## src/rtl/alu_sequencer_if.sv

```systemverilog
// alu_sequencer_if
//   Bundles the instruction-issue handshake and the datapath control bus
//   driven by alu_sequencer.
//   master : instruction issuer (drives s/in, observes everything else)
//   slave  : the sequencer itself (samples s/in, drives the control bus)
//   Signals:
//     s, in            start request and 16-bit instruction
//     w, err           ready-for-instruction and illegal-instruction pulse
//     ALUop, shift     ALU operation and shifter control
//     sximm8           sign-extended 8-bit immediate
//     readnum/writenum register-file read/write addresses
//     write            register-file write enable
//     loada..loads     A, B, C and status register load strobes
//     asel, vsel       ALU A-input zero select, writeback source select
interface alu_sequencer_if;
  logic        s;
  logic [15:0] in;
  logic        w;
  logic        err;
  logic [1:0]  ALUop;
  logic [1:0]  shift;
  logic [15:0] sximm8;
  logic [2:0]  readnum;
  logic [2:0]  writenum;
  logic        write;
  logic        loada;
  logic        loadb;
  logic        loadc;
  logic        loads;
  logic        asel;
  logic [1:0]  vsel;

  modport master (
    output s, in,
    input  w, err, ALUop, shift, sximm8, readnum, writenum, write,
           loada, loadb, loadc, loads, asel, vsel
  );

  modport slave (
    input  s, in,
    output w, err, ALUop, shift, sximm8, readnum, writenum, write,
           loada, loadb, loadc, loads, asel, vsel
  );
endinterface

```

## src/rtl/alu_sequencer.sv

```systemverilog
// alu_sequencer
//   Multi-cycle control FSM in front of the 16-bit ALU datapath. One
//   instruction is accepted per start handshake in WAIT, latched into IR,
//   decoded, then stepped through register reads, ALU execution, status
//   capture and register-file writeback. All outputs are Moore outputs
//   decoded from the current state and IR.
//   Ports:
//     clk    rising-edge clock
//     reset  asynchronous active-high reset (state WAIT, IR cleared)
//     bus    alu_sequencer_if.slave: s/in issue, control strobes out
//   Configuration macro:
//     ALU_SEQ_STATUS_ALL_EN  when defined, EXEC loads the status register
//                            for every ALU instruction, not only CMP.
module alu_sequencer (
  input  logic           clk,
  input  logic           reset,
  alu_sequencer_if.slave bus
);

  localparam logic [2:0] WAIT      = 3'd0;
  localparam logic [2:0] DECODE    = 3'd1;
  localparam logic [2:0] LOAD_A    = 3'd2;
  localparam logic [2:0] LOAD_B    = 3'd3;
  localparam logic [2:0] EXEC      = 3'd4;
  localparam logic [2:0] WB_REG    = 3'd5;
  localparam logic [2:0] WRITE_IMM = 3'd6;

  logic [2:0]  state;
  logic [2:0]  state_nxt;
  logic [15:0] ir;

  // Instruction fields
  logic [2:0] opcode;
  logic [1:0] op;
  logic [2:0] rn;
  logic [2:0] rd;
  logic [1:0] sh;
  logic [2:0] rm;
  logic signed [7:0]  imm8;
  logic signed [15:0] imm16;

  assign opcode = ir[15:13];
  assign op     = ir[12:11];
  assign rn     = ir[10:8];
  assign rd     = ir[7:5];
  assign sh     = ir[4:3];
  assign rm     = ir[2:0];
  assign imm8   = signed'(ir[7:0]);
  assign imm16  = 16'(imm8);

  // Instruction class decode
  logic is_mov_imm;
  logic is_mov_reg;
  logic is_alu;
  logic is_cmp;
  logic is_mvn;
  logic is_legal;

  assign is_mov_imm = (opcode == 3'b110) && (op == 2'b10);
  assign is_mov_reg = (opcode == 3'b110) && (op == 2'b00);
  assign is_alu     = (opcode == 3'b101);
  assign is_cmp     = is_alu && (op == 2'b01);
  assign is_mvn     = is_alu && (op == 2'b11);
  assign is_legal   = is_mov_imm || is_mov_reg || is_alu;

  // State and IR; IR only loads on an accepted start in WAIT
  always_ff @(posedge clk or posedge reset) begin
    if (reset) begin
      state <= WAIT;
      ir    <= 16'h0000;
    end else begin
      state <= state_nxt;
      if ((state == WAIT) && bus.s) begin
        ir <= bus.in;
      end
    end
  end

  always_comb begin
    state_nxt = state;
    case (state)
      WAIT:      if (bus.s) state_nxt = DECODE;
      DECODE: begin
        if (is_mov_imm)                state_nxt = WRITE_IMM;
        else if (is_mov_reg || is_mvn) state_nxt = LOAD_B;
        else if (is_alu)               state_nxt = LOAD_A;
        else                           state_nxt = WAIT;
      end
      LOAD_A:    state_nxt = LOAD_B;
      LOAD_B:    state_nxt = EXEC;
      EXEC:      state_nxt = is_cmp ? WAIT : WB_REG;
      WB_REG:    state_nxt = WAIT;
      WRITE_IMM: state_nxt = WAIT;
      default:   state_nxt = WAIT;
    endcase
  end

  // Moore output decode
  always_comb begin
    bus.w        = 1'b0;
    bus.err      = 1'b0;
    bus.ALUop    = op;
    bus.shift    = 2'b00;
    bus.sximm8   = imm16;
    bus.readnum  = 3'd0;
    bus.writenum = 3'd0;
    bus.write    = 1'b0;
    bus.loada    = 1'b0;
    bus.loadb    = 1'b0;
    bus.loadc    = 1'b0;
    bus.loads    = 1'b0;
    bus.asel     = 1'b0;
    bus.vsel     = 2'b00;
    case (state)
      WAIT:   bus.w = 1'b1;
      DECODE: bus.err = ~is_legal;
      LOAD_A: begin
        bus.readnum = rn;
        bus.loada   = 1'b1;
      end
      LOAD_B: begin
        bus.readnum = rm;
        bus.loadb   = 1'b1;
        bus.shift   = sh;
      end
      EXEC: begin
        bus.shift = sh;
        // MOV reg passes B through the ALU as 0 + B
        bus.asel  = is_mov_reg;
        bus.loadc = ~is_cmp;
`ifdef ALU_SEQ_STATUS_ALL_EN
        bus.loads = 1'b1;
`else
        bus.loads = is_cmp;
`endif
      end
      WB_REG: begin
        bus.vsel     = 2'b00;
        bus.writenum = rd;
        bus.write    = 1'b1;
      end
      WRITE_IMM: begin
        bus.vsel     = 2'b01;
        bus.writenum = rn;
        bus.write    = 1'b1;
      end
      default: ;
    endcase
  end

endmodule

```

## src/flat_wrapper.sv

```systemverilog
// flat-port wrapper written by rule: the top's interface ports become plain ports
module alu_sequencer_flat 
  (clk, reset, bus_s, bus_in, bus_w, bus_err, bus_ALUop, bus_shift, bus_sximm8, bus_readnum, bus_writenum, bus_write, bus_loada, bus_loadb, bus_loadc, bus_loads, bus_asel, bus_vsel);
  alu_sequencer_if bus_i ();
  input  logic clk;
  input  logic reset;
  input wire logic [$bits(bus_i.s)-1:0] bus_s;
  input wire logic [$bits(bus_i.in)-1:0] bus_in;
  output wire logic [$bits(bus_i.w)-1:0] bus_w;
  output wire logic [$bits(bus_i.err)-1:0] bus_err;
  output wire logic [$bits(bus_i.ALUop)-1:0] bus_ALUop;
  output wire logic [$bits(bus_i.shift)-1:0] bus_shift;
  output wire logic [$bits(bus_i.sximm8)-1:0] bus_sximm8;
  output wire logic [$bits(bus_i.readnum)-1:0] bus_readnum;
  output wire logic [$bits(bus_i.writenum)-1:0] bus_writenum;
  output wire logic [$bits(bus_i.write)-1:0] bus_write;
  output wire logic [$bits(bus_i.loada)-1:0] bus_loada;
  output wire logic [$bits(bus_i.loadb)-1:0] bus_loadb;
  output wire logic [$bits(bus_i.loadc)-1:0] bus_loadc;
  output wire logic [$bits(bus_i.loads)-1:0] bus_loads;
  output wire logic [$bits(bus_i.asel)-1:0] bus_asel;
  output wire logic [$bits(bus_i.vsel)-1:0] bus_vsel;
  assign bus_i.s = bus_s;
  assign bus_i.in = bus_in;
  assign bus_w = bus_i.w;
  assign bus_err = bus_i.err;
  assign bus_ALUop = bus_i.ALUop;
  assign bus_shift = bus_i.shift;
  assign bus_sximm8 = bus_i.sximm8;
  assign bus_readnum = bus_i.readnum;
  assign bus_writenum = bus_i.writenum;
  assign bus_write = bus_i.write;
  assign bus_loada = bus_i.loada;
  assign bus_loadb = bus_i.loadb;
  assign bus_loadc = bus_i.loadc;
  assign bus_loads = bus_i.loads;
  assign bus_asel = bus_i.asel;
  assign bus_vsel = bus_i.vsel;
  alu_sequencer u_core (.clk(clk), .reset(reset), .bus(bus_i));
endmodule
```

## config.mk

```make
export PLATFORM = sky130hd
export DESIGN_NAME = alu_sequencer_flat
export DESIGN_NICKNAME = d
export VERILOG_FILES = /design/src/rtl/alu_sequencer_if.sv /design/src/rtl/alu_sequencer.sv /design/src/flat_wrapper.sv
export SDC_FILE = /design/constraint.sdc
export NUM_CORES = 1
export LEC_CHECK = 0
export ABC_AREA = 1
export CORE_MARGIN = 2
export CORE_UTILIZATION = 40
export CTS_BUF_LIST = sky130_fd_sc_hd__clkbuf_2
export DETAILED_ROUTE_END_ITERATION = 7
export PLACE_DENSITY = 0.85
export SLEW_MARGIN = 15
export SYNTH_ARGS = -nofsm -noshare
export SYNTH_HDL_FRONTEND = slang
export SYNTH_SLANG_ARGS = --single-unit
```

## constraint.sdc

```tcl
create_clock -name clk -period 1.8 [get_ports clk]
set_clock_uncertainty 0.2 [all_clocks]
set_input_delay 0.18 -clock clk [delete_from_list [all_inputs] [get_ports clk]]
set_output_delay 0.18 -clock clk [all_outputs]
set_load 0.05 [all_outputs]
```

Word level (Yosys, flattened, before mapping)
Cells that the tools add are included.
{"block": "classes", "reduce_logical": 12, "shifts": 0, "eq_ne": 12, "n_bitwise": 2, "order_cmp": 0, "n_mul": 0, "n_mux": 18, "n_addsub": 0, "n_div": 0}
{"cell": "equality test 3 bit, second input constant", "count": 5}
{"cell": "case mux 3 bit (5 select lines)", "count": 1}
{"cell": "two-way mux 3 bit", "count": 4}
{"cell": "case mux 3 bit (2 select lines)", "count": 2}
{"cell": "two-way mux 1 bit", "count": 9}
{"cell": "equality test 3 x 2 -> 1 bit, second input constant", "count": 2}
{"cell": "logical AND 1 bit", "count": 5}
{"cell": "equality test 2 bit, second input constant", "count": 2}
{"cell": "two-way mux 2 bit", "count": 2}
{"cell": "OR reduction 2 bit", "count": 2}
{"cell": "equality test 3 x 1 -> 1 bit, second input constant", "count": 1}
{"cell": "zero test 3 bit", "count": 1}
{"cell": "logical OR 1 bit", "count": 3}
{"cell": "equality test 2 x 1 -> 1 bit, second input constant", "count": 1}
{"cell": "zero test 2 bit", "count": 1}
{"cell": "!= test 2 bit, second input constant", "count": 1}
{"cell": "NOT 1 bit", "count": 2}
{"block": "totals", "out_inout_bits": 36, "n_memories": 0, "regBits": 19, "input_bits": 19, "mem_bits_rw": 0, "latch_bits": 0, "word_cells": 46, "mem_bits_ro": 0}

Logic depth before layout (Yosys ltp)
Gate-level depths: netlist (run 1).
{"block": "logic_depth", "word_depth": 6, "ltp_mapped": 7, "mapped_depth_nobuf": 6}

Worst setup path before layout (run 1)
Ideal clock, no wire load.
{"block": "synth_timing", "kind": "reg-to-output", "start": "register u_core.state[2]", "end": "output port bus_err", "n_path_buf": 0, "path_stages_with_launch": 3, "arrival_ps": 1913, "setup_slack_ps": -493, "required_time_ps": 1420, "path_cell_list": "dfrtp_1 -> nor3_1 -> nor3b_1"}
{"block": "synth_between", "elab_chain_len": 2}
{"element": "start: declaration", "line_no": "alu_sequencer.sv:28", "source": "logic [2:0] state;"}
{"element": "start signal: assignment", "line_no": "alu_sequencer.sv:72", "source": "state <= state_nxt;"}
{"element": "equality test 3 x 1 -> 1 bit", "line_no": "alu_sequencer.sv:114", "source": "case (state)"}
{"element": "two-way mux 1 bit", "line_no": "alu_sequencer.sv:114"}
{"element": "end: declaration", "line_no": "flat_wrapper.sv:10", "source": "output wire logic [$bits(bus_i.err)-1:0] bus_err;"}
Every way passes these cells.

Worst setup path in the final report (run 1)
{"block": "layout_timing", "start": "register u_core.state[1]", "end": "output port bus_writenum[1]"}
{"block": "layout_between", "elab_chain_len": 2, "word_cells_on_any_way": 3, "cone_classes": "2 x eq/ne; 1 x mux"}
{"element": "equality test 3 bit", "line_no": "alu_sequencer.sv:114"}
{"element": "case mux 3 bit (2 select lines) *", "line_no": "alu_sequencer.sv:114"}
{"element": "end: declaration", "line_no": "flat_wrapper.sv:15", "source": "output wire logic [$bits(bus_i.writenum)-1:0] bus_writenum;"}
Mark *: on every way between the ends. The rest lies on a longest branch, timed or not.

==> summary.md, run 1 <==
The simple-gate portion of the synthesized area works out to 0.237. Entering global routing, the biggest net connects 28 pins. The number of max-capacitance violations reported was 0; the number of antenna violations at the first check in global routing was 0. Post-synthesis xor/xnor area fraction: 0. The flow ran to the end, but the final reports show violations. Data on the critical path arrives at its endpoint at 1.61 ns.

Of all nets on the critical path, the largest fanout is 5. The initial cell density of the core is 0.419. Using the TritonRoute via totals, the vias-per-cell ratio works out to 5.23. The first detailed-routing pass took 4 iterations. The total area inside the core boundary comes to 2760 um2. In the final layout, flip-flops and latches occupy 482 um2. Sequential element share of the synthesized area: 0.411. The worst hold path belongs to the class primary input to flop. Summed over all layers, the global routing overflow is 0.

The tree is rooted in a sky130_fd_sc_hd__clkbuf_2. The post-synthesis mux area share was 0. Dividing the detail-routed wire length by the instance count gives 18.3 um. The average cell area after synthesis is 7.92 um2, and the total wirelength of the detailed-routed design is 4320 um.

The routed design could run at a clock period as short as 1.99 ns. The final-layout fill cell count is 165, and the hold violation count in the final report is 0. TritonCTS built the clock tree.

The tools report the number of instances in the synthesized netlist as 146. The tools report the achievable frequency as 503 MHz. After the first detailed-routing iteration, the DRC count stood at 51. During placement, the flow inserted port buffers numbering 53. Routability-driven placement finished with a final weighted congestion of 0.773. After detailed placement, the total cell area comes to 1840 um2. The total global-route track usage is 0.213. The die is 57.8 um tall. The Yosys step of the flow raised 0 warnings.

The horizontal die dimension came out at 57.8 um. The area added between synthesis and finish is 94.8%. The fraction of post-synthesis cell area in the top cell type by area is 0.411. Top cell type by total area after synthesis: sky130_fd_sc_hd__dfrtp_1. The post-route clock period utilization was 1.10. The checks that failed: negative setup slack. The worst register-to-register path begins at u_core.state[2]. When the netlist entered floorplanning its net count stood at 165. The setup slack after placement came out at 0.156 ns. Count of H-tree levels built during CTS: 1. The run gives 0 as the post-detailed-route DRC marker count.

Startpoint class of the critical path: a flop. The run gives 0.00182 V as the peak supply drop. The number of global-route vias before repair was 1166; the final worst slack was -0.189 ns. Clock-pin slew was measured on the worst setup and hold paths at 0.19 ns. The total of flip-flops plus latches after synthesis is 19, and the synthesized-area fraction occupied by adder cells is 0.

Summed over all nets, the half-perimeter wirelength after detailed placement is 2210 um. 55 I/O pins were placed. Counting the buffers created by CTS gives 3. The total die area is 3340 um2, and the data required time at the worst endpoint is 1.42 ns. Power spread over the standard cell area amounts to 2070 nW/um2. The routed via count came out at 1234.

In this run the static leakage power is 0.00107 uW. The worst setup path is captured at an output pin. The first-pass GRT wire length was 5370 um; the number of distinct library cells after synthesis was 20. The critical path is of the flop to output pin type. The tools report the final-report max-slew violation count as 0. With fillers left out, the area of the finished cells amounts to 2250 um2.

The repair_antennas step left the layout with diodes totalling 0. The worst setup path startpoint was u_core.state[1]. In this run the remaining antenna-violating nets after routing total 0. After synthesis, the cell types taking the most area are sky130_fd_sc_hd__dfrtp_1 41%, sky130_fd_sc_hd__buf_4 12%, sky130_fd_sc_hd__a21oi_2 8.3%. The share of final-layout standard cells stronger than drive strength 1 was 0.585.

The clock latency at the later pin of the worst-skew pair was 0.34 ns. The startpoint identified for the worst hold timing path is bus_in[15]. For this design, the sink count on the clock tree is 19. The tools report the area of the mapped netlist as 1160 um2. The complex-gate fraction of the synthesized area is 0.128, and the setup-violating endpoint count in the final report is 16.

The logs give 653 um2 for the area used by multi-input combinational logic and 19 for the row count. The maximum count of clock buffers along a single path was 2. After synthesis, the largest family of logic cells by area is simple AND/OR/NAND/NOR gates.

Setup repair after global routing could not meet its margin everywhere. Number of nets in the layout: 225.
==> final cells by class <==
cell class,count,area share
Timing Repair Buffer,77,0.429
Multi-Input combinational cell,83,0.290
Sequential cell,19,0.214
Inverter,22,0.0411
Tap cell,31,0.0172
Clock buffer,4,0.00889
==> critical path, stage by stage (launching register included) <==
cell                      delay, ns
sky130_fd_sc_hd__dfrtp_2       0.54
sky130_fd_sc_hd__inv_1         0.12
sky130_fd_sc_hd__nand3_2       0.18
sky130_fd_sc_hd__o22ai_2       0.27
sky130_fd_sc_hd__buf_12        0.17
==> cells in the mapped netlist <==
master                    number
sky130_fd_sc_hd__nor3b_1       1
sky130_fd_sc_hd__nand2_2       1
sky130_fd_sc_hd__buf_2         1
sky130_fd_sc_hd__nand2_1      24
sky130_fd_sc_hd__o21ai_0       2
sky130_fd_sc_hd__inv_4         1
sky130_fd_sc_hd__nor2_2        5
sky130_fd_sc_hd__a21oi_1       2
sky130_fd_sc_hd__nor2_1       18
sky130_fd_sc_hd__inv_1        20
sky130_fd_sc_hd__inv_2         1
sky130_fd_sc_hd__buf_6         2
sky130_fd_sc_hd__conb_1        1
sky130_fd_sc_hd__a21oi_2      11
sky130_fd_sc_hd__nand2_4       1
sky130_fd_sc_hd__dfrtp_1      19
sky130_fd_sc_hd__o22ai_1       5
sky130_fd_sc_hd__buf_4        19
sky130_fd_sc_hd__nor3_1        2
sky130_fd_sc_hd__nand3_1      10
==> layout by cell type, fill, tap and decap left out, types with 5 or more instances in the layout <==
master / count
sky130_fd_sc_hd__nor2_4: 9
sky130_fd_sc_hd__nand2_1: 17
sky130_fd_sc_hd__buf_12: 26
sky130_fd_sc_hd__clkdlybuf4s50_1: 18
sky130_fd_sc_hd__buf_4: 28
sky130_fd_sc_hd__inv_1: 15
sky130_fd_sc_hd__a21oi_2: 11
sky130_fd_sc_hd__nand3_1: 7
sky130_fd_sc_hd__dfrtp_1: 14
sky130_fd_sc_hd__nand2_4: 5
sky130_fd_sc_hd__dfrtp_2: 5
sky130_fd_sc_hd__nor2_1: 9
sky130_fd_sc_hd__nor2_2: 5
==> layer usage <==
metal | global-route usage | part of all wire | up-vias | wire, um
li1 | - | - | 554 | -
met1 | 0.243 | 0.38 | 608 | 1630
met2 | 0.398 | 0.54 | 57 | 2350
met3 | 0.0201 | 0.040 | 15 | 175
met4 | 0.0997 | 0.039 | 0 | 168
met5 | 0 | 0 | - | 0
==> power breakdown <==
group,switching [uW],internal (uW)
logic,2140,1470
clock network,145,58.7
registers,216,631
==> final timing paths <==
path | slack, ns | cells after the start | end
setup reg to reg | -0.01 | 7 | u_core.ir[10]
max in group asynchronous | 0.64 | 4 | u_core.ir[14]
setup / recovery | -0.19 | 4 | bus_writenum[1]
min in group asynchronous | 0.54 | 4 | u_core.ir[2]
hold reg to reg | 0.35 | 2 | u_core.ir[0]
hold / removal | 0.17 | 3 | u_core.ir[15]
==> through the flow <==
step / total power [uW] / hold slack (ns) / util / std cells / TNS, ns
2_1_floorplan: 2730 / -0.0689 / - / 146 / -0.341
3_3_place_gp: 3580 / 0.285 / 0.666 / 212 / 0
3_5_place_dp: 3650 / 0.294 / 0.666 / 212 / 0
4_1_cts: 4090 / 0.185 / 0.744 / 226 / -0.794
5_1_grt: 4820 / 0.170 / 0.817 / 236 / -2.76
6_report: 4660 / 0.174 / 0.817 / 236 / -1.78
==> flip-flops by register name (all words and copies together), names as in the netlist <==
register and count:
u_core.state 3, u_core.ir 16
==> cells by family (layout without fill, tap and decap cells) <==
family / count (synthesis) / after routing
AND/OR/NAND/NOR: 62 / 62
buffers and inverters: 44 / 103
AO/OA/AOI/OAI: 20 / 20
flip-flops: 19 / 19
other: 1 / 1
==> repair_timing <==
action | 4_1_cts | 5_1_grt
endpoints found under the hold margin | 19 | 0
setup endpoints to repair | 13 | 21
hold buffers | 1 | 0
gates resized for setup | 32 | 31
buffers inserted | 9 | 11
pin swaps | 6 | 11
No activity file was read; power rests on OpenSTA's default activity.
==> run 2, diff against run 1 <==
--- a/config.mk
+++ b/config.mk
@@ -10,8 +10,9 @@
 export CORE_UTILIZATION = 40
 export CTS_BUF_LIST = sky130_fd_sc_hd__clkbuf_2
 export DETAILED_ROUTE_END_ITERATION = 7
-export PLACE_DENSITY = 0.85
-export SLEW_MARGIN = 15
+export DONT_BUFFER_PORTS = 1
+export GPL_TIMING_DRIVEN = 0
+export PLACE_DENSITY = 0.6
 export SYNTH_ARGS = -nofsm -noshare
 export SYNTH_HDL_FRONTEND = slang
 export SYNTH_SLANG_ARGS = --single-unit
==> run 2 against run 1 <==
Compared with the run above: the flow still finishes with violations (negative setup slack); critical path depth is 1 lower; clock-buffer cell count stayed put; sequential cell count stayed put; cell count is 12% lower; via count is 17% lower; die area stayed put; worst setup slack better by 0.0030 ns; first-iteration DRC count is 37% lower; global-route usage is 2.6 points lower; hold slack better by 0.036 ns; fmax is 0.15% higher; wire length is 33% lower; highest routed layer unchanged.
==> summary.md, run 2 (synthesis results as in run 1) <==
The global routing met3 resource utilization was 0.0335; the share of final-layout standard cells stronger than drive strength 1 was 0.480. The number of global-route vias before repair came out at 993. The startpoint class of the critical path is a flop. The tools report the total global-route track usage as 0.187.

STA puts the critical path data required time at 1.42 ns. The number of search-and-repair iterations in the first detailed-routing pass was 4. The flow ran to the end, but the final reports show violations. The run gives 0 as the final-report max-slew violation count. The non-filler instance count after layout came out at 208. The critical path class was flop to output pin. Counting along the longest clock path gives a buffer depth of 2. The checks that failed: negative setup slack. After detailed routing, the average wire length per cell comes to 14.0 um. The count of H-tree levels built during CTS is 1, and the number of top-level design ports is 55.

The layer flagged by global routing as most heavily used is met2. The register with the most flip-flops in the layout has 16 of them. Setup violations remaining at the end of the flow were counted as 14. In this run, the number of DRC markers left after iteration 0 of detailed routing was 32.

The vertical die dimension was 57.8 um; the final estimated routing congestion in global placement was 0.868. The highest net fanout along the worst path was 6. The floorplan has 19 rows. The most common cell after layout, fill and taps aside is sky130_fd_sc_hd__buf_4. At the worst endpoint, the arrival time is 1.61 ns. The largest registers in the layout are u_core.ir x16, u_core.state x3. Max-cap violations in this run came to 0. The buffers plus inverters on the worst setup path is 1.

The die covers 3340 um2. CTS root buffer: sky130_fd_sc_hd__clkbuf_2. For the post-detailed-route count of antenna-violating nets, the log shows 0. For the met2 track utilization from global routing, the log shows 0.343. Counting the buffers created by CTS gives 3.

The initial cell density of the core was 0.419; the placeable core region was 2760 um2. For this run, the slowest stage of the critical path takes 0.52 ns. Slowest library cell on the worst path: sky130_fd_sc_hd__dfrtp_2.

The run gives 0 as the sum of overflow across all layers after global routing. TritonCTS built the clock tree. Routed via count: 1020. The area growth from synthesis to layout is 44.4%. The final layout contains 197 nets. The HPWL reported at the end of detailed placement came out at 1960 um.

The time the worst path needs with I/O delays and setup was 1.99 ns. The final worst slack came out at -0.186 ns. The number of antenna diodes was 0; the clock latency at the later pin of the worst-skew pair was 0.30 ns. The horizontal die dimension is 57.8 um, and the routing usage on met1 is 0.228. In the routed design, unresolved DRC markers number 0. The count of buffers added on input and output ports is 0. The first global-routing pass estimated 4760 um of wire.

Counting tap cells, the placed design contains a total of 177 instances. The tools report the remaining max-slew budget at the tightest pin as 0.507. The clock-pin slew reported for the worst setup and hold paths after clock tree synthesis is 0.18 ns, and the number of vias per cell is 4.90.

The run gives 504 MHz as the achievable frequency. Entering global routing, the biggest net connects 20 pins. STA classifies the critical path endpoint as an output pin. The routed design has 2900 um of wire. The tools report the number of antenna violations at the first check in global routing as 0. u_core.ir holds more flip-flops than any other register.

Setup repair after global routing could not meet its margin everywhere. For the pin with the worst max-slew slack, the measured transition is 0.738 ns. The family of cells with the greatest summed delay on the critical path is flip-flops. The worst min-delay path category is primary input to async pin. The library cells used most frequently in the layout, excluding fill and tap cells, are 28 x sky130_fd_sc_hd__buf_4, 20 x sky130_fd_sc_hd__nand2_1, 18 x sky130_fd_sc_hd__dlygate4sd3_1, 16 x sky130_fd_sc_hd__dfrtp_1, 14 x sky130_fd_sc_hd__inv_1. Clock tree synthesis found a total of 19 sinks. The hold violation count in the final report was 0. The signal on the critical path passes through buf_4, nand3_2, o22ai_4. The post-route clock period utilization came out at 1.10.
-- run 2: what timing repair did --
action | CTS | global route
pin swaps | 8 | 6
endpoints found under the hold margin | 35 | 0
gates resized for setup | 39 | 4
hold buffers | 18 | 0
setup endpoints to repair | 16 | 23
cloned | 0 | 0
buffers inserted | 9 | 0
-- run 2: worst paths after layout --
path,from,to,slack (ns),cells past startpoint
setup / recovery,u_core.state[1],bus_writenum[1],-0.19,3
hold reg to reg,u_core.ir[15],u_core.ir[15],0.33,2
max in group asynchronous,reset,u_core.state[0],0.68,2
setup reg to reg,u_core.state[1],u_core.ir[3],0.13,7
min in group clk,u_core.ir[15],u_core.ir[15],0.33,2
hold / removal,reset,u_core.ir[1],0.21,2
-- run 2: area by class of cell --
cell class,count,area (um2)
Buffer,22,170
Clock buffer,4,20.0
Fill cell,258,1090
Inverter,22,103
Multi-Input combinational cell,83,611
Sequential cell,19,479
Tap cell,31,38.8
Timing Repair Buffer,27,248
-- run 2: through the flow --
step | util | TNS, ns | instance area [um2] | worst slack, ns | hold WS [ns]
floorplan | - | -0.341 | 1170 | -0.125 | -0.0689
global placement | 0.438 | -1.50 | 1210 | -0.287 | 0.0391
detailed placement | 0.438 | -1.72 | 1210 | -0.319 | 0.0376
CTS | 0.600 | -2.12 | 1660 | -0.196 | 0.225
global route | 0.605 | -3.19 | 1670 | -0.284 | 0.255
finish | 0.605 | -1.79 | 1670 | -0.186 | 0.210
-- run 2: metal layers --
layer  vias up  routed length, um  share of wire
met4         0                 23         0.0079
met2        40               1490           0.51
met3         4                175          0.060
met1       474               1210           0.42
li1        502                  -              -
met5         -                  0              0
Power of run 2 is left out: the tool's default activity adds up to more than one toggle a clock period on the data nets, which glitch-free logic cannot reach.
==> run 3, diff against run 2 <==
--- a/config.mk
+++ b/config.mk
@@ -7,12 +7,12 @@
 export LEC_CHECK = 0
 export ABC_AREA = 1
 export CORE_MARGIN = 2
-export CORE_UTILIZATION = 40
+export CORE_UTILIZATION = 46
 export CTS_BUF_LIST = sky130_fd_sc_hd__clkbuf_2
 export DETAILED_ROUTE_END_ITERATION = 7
 export DONT_BUFFER_PORTS = 1
 export GPL_TIMING_DRIVEN = 0
-export PLACE_DENSITY = 0.6
+export PLACE_DENSITY = 0.67
 export SYNTH_ARGS = -nofsm -noshare
 export SYNTH_HDL_FRONTEND = slang
 export SYNTH_SLANG_ARGS = --single-unit
==> run 3 against run 2 <==
Compared with the run above: the run still ends with negative setup slack left; hold slack lost 0.022 ns; first-iteration DRC count fell by 31%; highest routed layer unchanged; wire length up 14%; largest cell class unchanged; critical path type unchanged; die area is 12% lower.
==> summary.md, run 3 (synthesis results as in run 1) <==
The post-route clock period utilization is 1.14. Final hold analysis gives a worst-case slack of 0.188 ns. The critical path in this run is classified as flop to output pin. The run finished, with violations left. The tools report the final-report max-slew violation count as 0. Remaining max-slew budget at the tightest pin: 0.499. The clock net in this run drives a total of 19 sinks.

At the end of routability-driven placement, the weighted congestion stood at 0.807. The repair_antennas step left the layout with diodes totalling 0. For the routed via count, the log shows 1091. The path class of the tightest hold or removal check is primary input to async pin.

The die is 54.1 um wide. Entering global routing, the biggest net connects 20 pins. Data on the critical path is required at its endpoint by 1.42 ns. The sum of overflow across all layers after global routing came out at 0. For this design, the slowest cell found on the critical path is sky130_fd_sc_hd__dfrtp_2. The worst setup path is captured at an output pin. Family of cells with the greatest summed delay on the critical path: flip-flops. The later pin in the worst-skew pair is clocked with a latency of 0.33 ns.

The tree is rooted in a sky130_fd_sc_hd__clkbuf_2. Dividing the detail-routed via count by the number of cells gives 5.07. Wires add up to 3320 um.

The post-detailed-route DRC marker count came out at 0. After detailed placement, the design holds a cell count of 176. The buffers plus inverters on the worst setup path was 3.

After floorplanning, the core was sized to cover 2430 um2. Counting the fill cells in the layout gives 154. The area added between synthesis and finish is 59.1%, and the number of top-level design ports is 55.

Of all nets on the critical path, the largest fanout is 5. The number of global-route vias before repair was 981; the post-detailed-route wirelength per cell was 15.4 um. For this block, the initial DRC count from the detailed router was 22. First-pass GRT wire length: 4390 um. The HPWL reported at the end of detailed placement was 1800 um. Traced cell by cell, the critical path runs through inv_2, nand3_4, buf_4, buf_6, o22ai_4.

The tools report the number of antenna violations at the first check in global routing as 0. Based on the critical path, the design can be clocked at up to 488 MHz. Setup repair after global routing could not meet its margin everywhere. The count of buffers from port buffering came out at 0. The logs give 0.475 for the initial cell density of the core and 2930 um2 for the total die area. The worst path arrival time came out at 1.67 ns. The largest single stage delay on the critical path is 0.52 ns.

Time the worst path needs with I/O delays and setup: 2.05 ns. The largest registers in the layout are u_core.ir x16, u_core.state x3. The run gives 1 as the count of H-tree levels built during CTS.

The most common cell after layout, fill and taps aside is sky130_fd_sc_hd__buf_4. The final reports fail on negative setup slack. The hold violation count in the final report was 0; the number of search-and-repair iterations in the first detailed-routing pass was 4. OpenSTA, run right after detailed placement, puts the worst setup slack at -0.287 ns. Clock-pin slew was measured on the worst setup and hold paths at 0.20 ns. Max-cap violations in this run came to 0. The register with the most flip-flops in the layout has 16 of them.

STA classifies the critical path startpoint as a flop. Post-detailed-route count of antenna-violating nets: 0. TritonCTS built the clock tree. Registers take 480 um2. The logs give 18 for the row count and 0.214 for the total global-route track usage. Final core utilization: 0.756. The logs give 2 for the maximum count of clock buffers along a single path and 3 for the CTS buffer count. The number of nets in the layout came out at 205. Share of final-layout standard cells stronger than drive strength 1: 0.541.

The top register by number of flip-flops was u_core.ir. Setup violations remaining at the end of the flow were counted as 15. The transition time at the pin with the least slew margin was 0.751 ns. The vertical die dimension was 54.1 um. For the final worst slack, the log shows -0.249 ns.

The library cells used most frequently in the layout, excluding fill and tap cells, are 31 x sky130_fd_sc_hd__buf_4, 18 x sky130_fd_sc_hd__dlygate4sd3_1, 16 x sky130_fd_sc_hd__nand2_1, 15 x sky130_fd_sc_hd__dfrtp_1, 14 x sky130_fd_sc_hd__inv_1. The run gives 215 as the non-filler instance count after layout. The multi-input combinational cells in the finished layout cover a total of 694 um2.
==> run 3: cell count changes in the layout (fill, tap and decap cells not counted), moves of 2 or more <==
cell / change
sky130_fd_sc_hd__nand2_1: -4
sky130_fd_sc_hd__buf_4: +3
sky130_fd_sc_hd__buf_6: +3
sky130_fd_sc_hd__nand2_4: +3
sky130_fd_sc_hd__nand2_8: +2
sky130_fd_sc_hd__nand3_2: -2
sky130_fd_sc_hd__nand3_4: +2
sky130_fd_sc_hd__nor2_1: -2
==> run 3: what timing repair did <==
item	4_1_cts	5_1_grt
setup endpoints to repair	16	30
hold endpoints to repair	36	0
hold buffers	18	0
buffers inserted	10	6
resized for setup	47	21
pin swaps	10	13
gates cloned	0	1
==> run 3: per-stage QoR <==
| stage | cell area [um2] | setup TNS, ns |
|---|---|---|
| floorplan | 1170 | -0.341 |
| global placement | 1210 | -1.37 |
| detailed placement | 1210 | -1.52 |
| CTS | 1700 | -1.60 |
| global route | 1840 | -3.07 |
| finish | 1840 | -2.10 |
==> run 3: cell type report <==
type,count,share of cell area
clock buffers,3,0.00816
clock inverters,1,0.00272
well taps,30,0.0204
inverters,22,0.0612
multi-input cells,84,0.378
plain buffers,22,0.0973
flip-flops and latches,19,0.261
repair buffers,34,0.171
==> run 3: final timing paths <==
path,start,to,slack (ns),cells past startpoint
min in group clk,bus_in[13],u_core.ir[13],0.31,3
setup / recovery,u_core.state[2],bus_readnum[2],-0.25,5
hold / removal,reset,u_core.ir[13],0.19,2
max in group asynchronous,reset,u_core.state[2],0.68,2
hold reg to reg,u_core.ir[0],u_core.ir[0],0.37,2
setup reg to reg,u_core.state[2],u_core.ir[1],0.04,9
==> run 3: worst reg2reg max path: stages (launching register included) <==
cell and delay, ns:
sky130_fd_sc_hd__dfrtp_2 0.52, sky130_fd_sc_hd__inv_2 0.09, sky130_fd_sc_hd__buf_4 0.13, sky130_fd_sc_hd__buf_4 0.13
sky130_fd_sc_hd__nand2_4 0.10, sky130_fd_sc_hd__clkinv_8 0.12, sky130_fd_sc_hd__nand2_8 0.11, sky130_fd_sc_hd__buf_12 0.15
sky130_fd_sc_hd__nor2_2 0.05, sky130_fd_sc_hd__a21oi_2 0.11
==> run 3: metal layers <==
layer	part of all wire	track usage
met1	0.42	0.241
met2	0.50	0.394
met3	0.058	0.0444
met4	0.015	0.0750
met5	0	0
Power of run 3 is left out for the same reason.
